### config.mk
export PLATFORM = sky130hd
export DESIGN_NAME = inst_fetch_unit
export DESIGN_NICKNAME = d
export VERILOG_FILES = /design/src/rtl/inst_fetch_unit.sv
export SDC_FILE = /design/constraint.sdc
export NUM_CORES = 1
export LEC_CHECK = 0
export BUFFER_PORTS_ARGS = -buffer_cell sky130_fd_sc_hd__buf_2
export CORE_UTILIZATION = 50
export CTS_BUF_LIST = sky130_fd_sc_hd__clkbuf_4
export DETAILED_ROUTE_END_ITERATION = 10
export GPL_TIMING_DRIVEN = 0
export PLACE_DENSITY = 0.68
export SETUP_SLACK_MARGIN = 0.02
export SKIP_LAST_GASP = 1
export SLEW_MARGIN = 20
export SYNTH_ARGS = -nofsm -noshare
export SYNTH_HDL_FRONTEND = slang
export SYNTH_SLANG_ARGS = --single-unit
### constraint.sdc
create_clock -name clk_i -period 14.2 [get_ports clk_i]
set_input_delay 3.55 -clock clk_i [delete_from_list [all_inputs] [get_ports clk_i]]
set_output_delay 3.55 -clock clk_i [all_outputs]
set_load 0.05 [all_outputs]
### src/rtl/inst_fetch_unit.sv
// rtl/inst_fetch_unit.sv - instruction fetch: PC, imem req/gnt/rvalid, instruction FIFO, redirect flush
// Optional feature macro: FETCH_NOP_BUBBLE_EN (inst_o reads as addi x0,x0,0 while no instruction is valid)
module inst_fetch_unit #(
  parameter logic [31:0] RESET_PC   = 32'h0000_0000,
  parameter int          FIFO_DEPTH = 2
) (
  input  logic        clk_i,
  input  logic        rst_i,
  output logic        imem_req_o,
  output logic [31:0] imem_addr_o,
  input  logic        imem_gnt_i,
  input  logic        imem_rvalid_i,
  input  logic [31:0] imem_rdata_i,
  input  logic        redirect_i,
  input  logic [31:0] redirect_pc_i,
  output logic        inst_valid_o,
  input  logic        inst_ready_i,
  output logic [31:0] inst_o,
  output logic [31:0] pc_o
);

  localparam int AW = $clog2(FIFO_DEPTH);
  localparam int CW = AW + 1;
  localparam int UW = CW + 1;
  localparam logic [31:0] NOP = 32'h0000_0013;

  typedef enum logic [1:0] {BOOT, RUN, FLUSH} state_t;

  state_t        state;
  logic [31:0]   fetch_pc;
  logic [CW-1:0] outstanding;
  logic [CW-1:0] drop;
  logic [CW-1:0] fifo_count;
  logic [AW-1:0] rd_ptr;
  logic [AW-1:0] wr_ptr;
  logic [AW-1:0] pq_rd;
  logic [AW-1:0] pq_wr;
  logic [31:0]   fifo_inst [FIFO_DEPTH];
  logic [31:0]   fifo_pc   [FIFO_DEPTH];
  logic [31:0]   pcq       [FIFO_DEPTH];

  logic          active;
  logic          redirect_eff;
  logic          rvalid_eff;
  logic          pop_raw;
  logic          pop;
  logic          push;
  logic          req;
  logic          grant;
  logic [UW-1:0] used;
  logic [CW-1:0] remain;
  logic [CW-1:0] count_next;
  logic [CW-1:0] drop_redirect;
  logic [AW-1:0] rd_next;
  logic [31:0]   resp_pc;
  logic [31:0]   head_inst;
  logic [31:0]   head_pc;

  // Credit check, handshakes and the FIFO head that will be presented next cycle
  always_comb begin
    active        = (state != BOOT);
    redirect_eff  = redirect_i & active;
    rvalid_eff    = imem_rvalid_i & (outstanding != '0);
    pop_raw       = inst_valid_o & inst_ready_i;
    // A pop this cycle frees its slot, so streaming at ready=1 never bubbles
    used          = UW'(fifo_count) + UW'(outstanding) - UW'(pop_raw);
    req           = active & ~redirect_i & (used < UW'(FIFO_DEPTH));
    grant         = req & imem_gnt_i;
    pop           = pop_raw & ~redirect_eff;
    push          = rvalid_eff & (drop == '0) & ~redirect_eff;
    drop_redirect = outstanding + CW'(grant) - CW'(rvalid_eff);
    resp_pc       = pcq[pq_rd];
    rd_next       = rd_ptr + AW'(pop);
    remain        = fifo_count - CW'(pop);
    count_next    = redirect_eff ? '0 : remain + CW'(push);
    if (remain == '0) begin
      head_inst = imem_rdata_i;
      head_pc   = resp_pc;
    end else begin
      head_inst = fifo_inst[rd_next];
      head_pc   = fifo_pc[rd_next];
    end
  end

  assign imem_req_o  = req;
  assign imem_addr_o = fetch_pc;

  // Fetch state machine: one boot cycle, then RUN, FLUSH while stale responses remain
  always_ff @(posedge clk_i or posedge rst_i) begin
    if (rst_i) begin
      state <= BOOT;
      drop  <= '0;
    end else begin
      case (state)
        BOOT: state <= RUN;
        RUN, FLUSH: begin
          if (redirect_eff) begin
            drop  <= drop_redirect;
            state <= (drop_redirect != '0) ? FLUSH : RUN;
          end else if (rvalid_eff && (drop != '0)) begin
            drop <= drop - 1'b1;
            if (drop == CW'(1)) state <= RUN;
          end
        end
        default: state <= BOOT;
      endcase
    end
  end

  // Fetch PC, in-flight counter and FIFO / PC-queue pointers
  always_ff @(posedge clk_i or posedge rst_i) begin
    if (rst_i) begin
      fetch_pc    <= RESET_PC;
      outstanding <= '0;
      fifo_count  <= '0;
      rd_ptr      <= '0;
      wr_ptr      <= '0;
      pq_rd       <= '0;
      pq_wr       <= '0;
    end else begin
      outstanding <= outstanding + CW'(grant) - CW'(rvalid_eff);
      fifo_count  <= count_next;
      if (grant)      pq_wr <= pq_wr + 1'b1;
      if (rvalid_eff) pq_rd <= pq_rd + 1'b1;
      if (redirect_eff) begin
        rd_ptr <= '0;
        wr_ptr <= '0;
      end else begin
        if (pop)  rd_ptr <= rd_ptr + 1'b1;
        if (push) wr_ptr <= wr_ptr + 1'b1;
      end
      if (redirect_eff)  fetch_pc <= redirect_pc_i & 32'hFFFF_FFFC;
      else if (grant)    fetch_pc <= fetch_pc + 32'd4;
    end
  end

  // Storage arrays carry no reset; validity is tracked by the counters above
  always_ff @(posedge clk_i) begin
    if (grant) pcq[pq_wr] <= fetch_pc;
    if (push) begin
      fifo_inst[wr_ptr] <= imem_rdata_i;
      fifo_pc[wr_ptr]   <= resp_pc;
    end
  end

  // Registered instruction output stage
  always_ff @(posedge clk_i or posedge rst_i) begin
    if (rst_i) begin
      inst_valid_o <= 1'b0;
`ifdef FETCH_NOP_BUBBLE_EN
      inst_o       <= NOP;
`else
      inst_o       <= 32'h0;
`endif
      pc_o         <= 32'h0;
    end else begin
      inst_valid_o <= (count_next != '0);
      if (count_next != '0) begin
        inst_o <= head_inst;
        pc_o   <= head_pc;
      end else begin
`ifdef FETCH_NOP_BUBBLE_EN
        inst_o <= NOP;
`else
        inst_o <= inst_o;
`endif
      end
    end
  end

endmodule

==> qor.yml <==
status: "finished, final reports clean"
drc_errors: 0
start_kind: "primary input"
worst_slew_pin_slew_ps: 718
fin_cells: 1476
io_pins: 168
cts_made_buffers: 76
cts_tree: "yes"
rsz0062_at_grt: "false"
leakage_nw: 5.90
drtPass1Iterations: 4
wire_per_inst_um: 17.0
synthArstFlopShare_pct: 36.3
syn-cell-area_um2: 11800
hold_viol: 0
syn_to_final_growth_pct: 20.4
die-width_um: 155
hold_class: "reg -> reg"
crit_path_max_fanout: 9
nets: 1179
die_y_um: 155
grt_pass1_wl_mm: 40.2
grt_pass1_vias: 7826
row_count: 55
regArea_um2: 8150
antenna_left: 0
cts_setup_buffers: 0
synth_edf_count: 184
cts_resized: 0
multiInputGateArea_um2: 3350
numClockSinks: 289
synth-seq-cells: 289
nFillCells: 1887
hold_buffers: 0
clock_path_buffers: 3
drtIter0Drc: 384
vias: 7651
slew_headroom_pct: 52.1
dp_cells: 1332
root_buffer: "clkbuf_4"
finalCritPeriodShare_pct: 65.2
start_util_pct: 51.6
fmax_mhz: 108
ir_drop_mv: 0.127
drt_wl_total_mm: 25.2
cp_data_required_time_ps: 10650
power_density_nw_per_um2: 256
viasPerCell: 5.18
overflow: 0
syn_inst: 844
end_kind: "output pin"
cp.arrival_ps: 5710
setup_viol: 0
antenna_found_initial: 1
port_buffers: 161
ys_seq_area_share_pct: 69.2
drive_gt1_share_pct: 30.8
slew_viol_final: 0
setup.worst_path.class: "in -> out"
ys.flop_type: "edfxtp_1"
yosysWarnings: 0
gp_congestion: 0.777
grt_max_degree: 72
core_um2: 22800
avgSynthCellArea_um2: 14.0
drv_cap: 0
setup_tns_ps: 0
ys_types: 47
clock_latency_ps: 660
hpwl_mm: 16.8
clkTransAtPathRegs_ps: 60
fin_skew_ps: 39.3
post-route-min-period_ps: 9260
grtUsageTotal_pct: 21.7
die_area_um2: 24200
htreeDepth: 3
-- final timing paths --
| kind | start | end | slack, ps | cells past startpoint |
|---|---|---|---|---|
| max | inst_ready_i | imem_req_o | 4940 | 9 |
| min | pc_o[29] | pc_o[29] | 490 | 2 |
| max reg2reg | inst_valid_o | state[0] | 10310 | 16 |
| min reg2reg | pc_o[29] | pc_o[29] | 490 | 2 |
| max in group asynchronous | rst_i | imem_addr_o[22] | 10600 | 3 |
| min in group asynchronous | rst_i | inst_o[25] | 2870 | 2 |
-- cell usage after synthesis, types with 11 or more instances --
master	number	area (um^2)
nor3_1	14	70.1
ha_1	11	138
o21ai_0	33	165
nand2_1	139	522
edfxtp_1	184	5530
nor2_1	14	52.6
o221ai_1	30	263
inv_1	16	60.1
dfrtp_1	105	2630
o211ai_1	32	240
xnor2_1	30	263
clkbuf_1	26	97.6
nand3_1	41	205
mux2i_1	63	631
mux2_2	30	338
-- where the power goes --
group / internal, mW / leakage, nW / switching, mW / total, mW
sequential: 1.15 / 2.96 / 0.154 / 1.31
combinational: 0.469 / 2.33 / 1.12 / 1.59
clock: 0.409 / 0.611 / 0.327 / 0.735
-- layout by cell type (no fill, tap or decap), types with 11 or more instances in the layout --
cell type / Yosys / routed
nand2_1: 139 / 139
buf_2: 9 / 170
o221ai_1: 30 / 30
buf_4: 10 / 15
clkbuf_4: 0 / 115
mux2i_1: 63 / 63
mux2_2: 30 / 30
clkinv_1: 1 / 20
nand3_1: 41 / 41
xnor2_1: 30 / 30
inv_1: 16 / 15
nor3_1: 14 / 13
ha_1: 11 / 11
clkbuf_1: 26 / 26
dfrtp_1: 105 / 105
o211ai_1: 32 / 32
edfxtp_1: 184 / 184
nor2_1: 14 / 13
o21ai_0: 33 / 33
-- metal layers --
layer	part of all wire [%]	GRT usage [%]	wire length (um)
met4	2.1	9.24	536
met1	44	27.7	11000
met5	0	0	0
met2	49	36.2	12200
met3	5.6	4.40	1410
-- logic make-up (layout without fill, tap and decap cells) --
family / Yosys count / count (layout) / synth area share (%)
adders and majority gates: 12 / 12 / 1.34
AOI/OAI and AO/OA: 104 / 104 / 6.14
muxes: 93 / 93 / 8.22
and+or+nand+nor: 239 / 239 / 9.42
xor gates and xnor gates: 39 / 39 / 3.03
other: 1 / 6 / 0.0318
DFF: 289 / 289 / 69.2
buffers and inverters: 67 / 381 / 2.61
-- state kept, by name, summed over array words and instances (netlist names) --
register / count
fifo_count: 2
pq_wr: 1
imem_addr_o: 30
wr_ptr: 1
inst_valid_o: 1
pq_rd: 1
state: 2
inst_o: 32
outstanding: 2
fifo_pc: 60
drop: 2
fifo_inst: 64
pcq: 60
pc_o: 30
rd_ptr: 1
-- through the flow --
step | hold WS [ps] | worst slack [ps] | instance area [um^2] | power, mW | util (%)
after global routing | 505 | 4790 | 14200 | 3.86 | 62.1
after global placement | 466 | 2430 | 13000 | 2.89 | 56.9
after CTS | 486 | 4940 | 14200 | 3.68 | 62.1
after detailed placement | 468 | 4950 | 13200 | 2.93 | 57.6
after floorplan | 460 | 5280 | 11800 | 2.48 | -
final | 486 | 4940 | 14200 | 3.63 | 62.1
-- worst max-delay path, stage by stage --
cell	delay (ps)
buf_2	90
nand2_1	210
inv_1	80
ha_1	260
nand2b_1	150
fa_1	410
xor2_2	440
and3_1	250
buf_2	270
-- layout make-up --
class | count | area share [%]
tap | 313 | 2.76
inverter | 17 | 0.485
multi-input combinational | 491 | 23.6
sequential | 289 | 57.5
clock buffer | 115 | 6.09
buffer | 50 | 1.72
timing repair buffer | 172 | 6.71
antenna | 2 | 0.0353
clock inverter | 27 | 1.12
No activity file was read; power rests on OpenSTA's default activity.
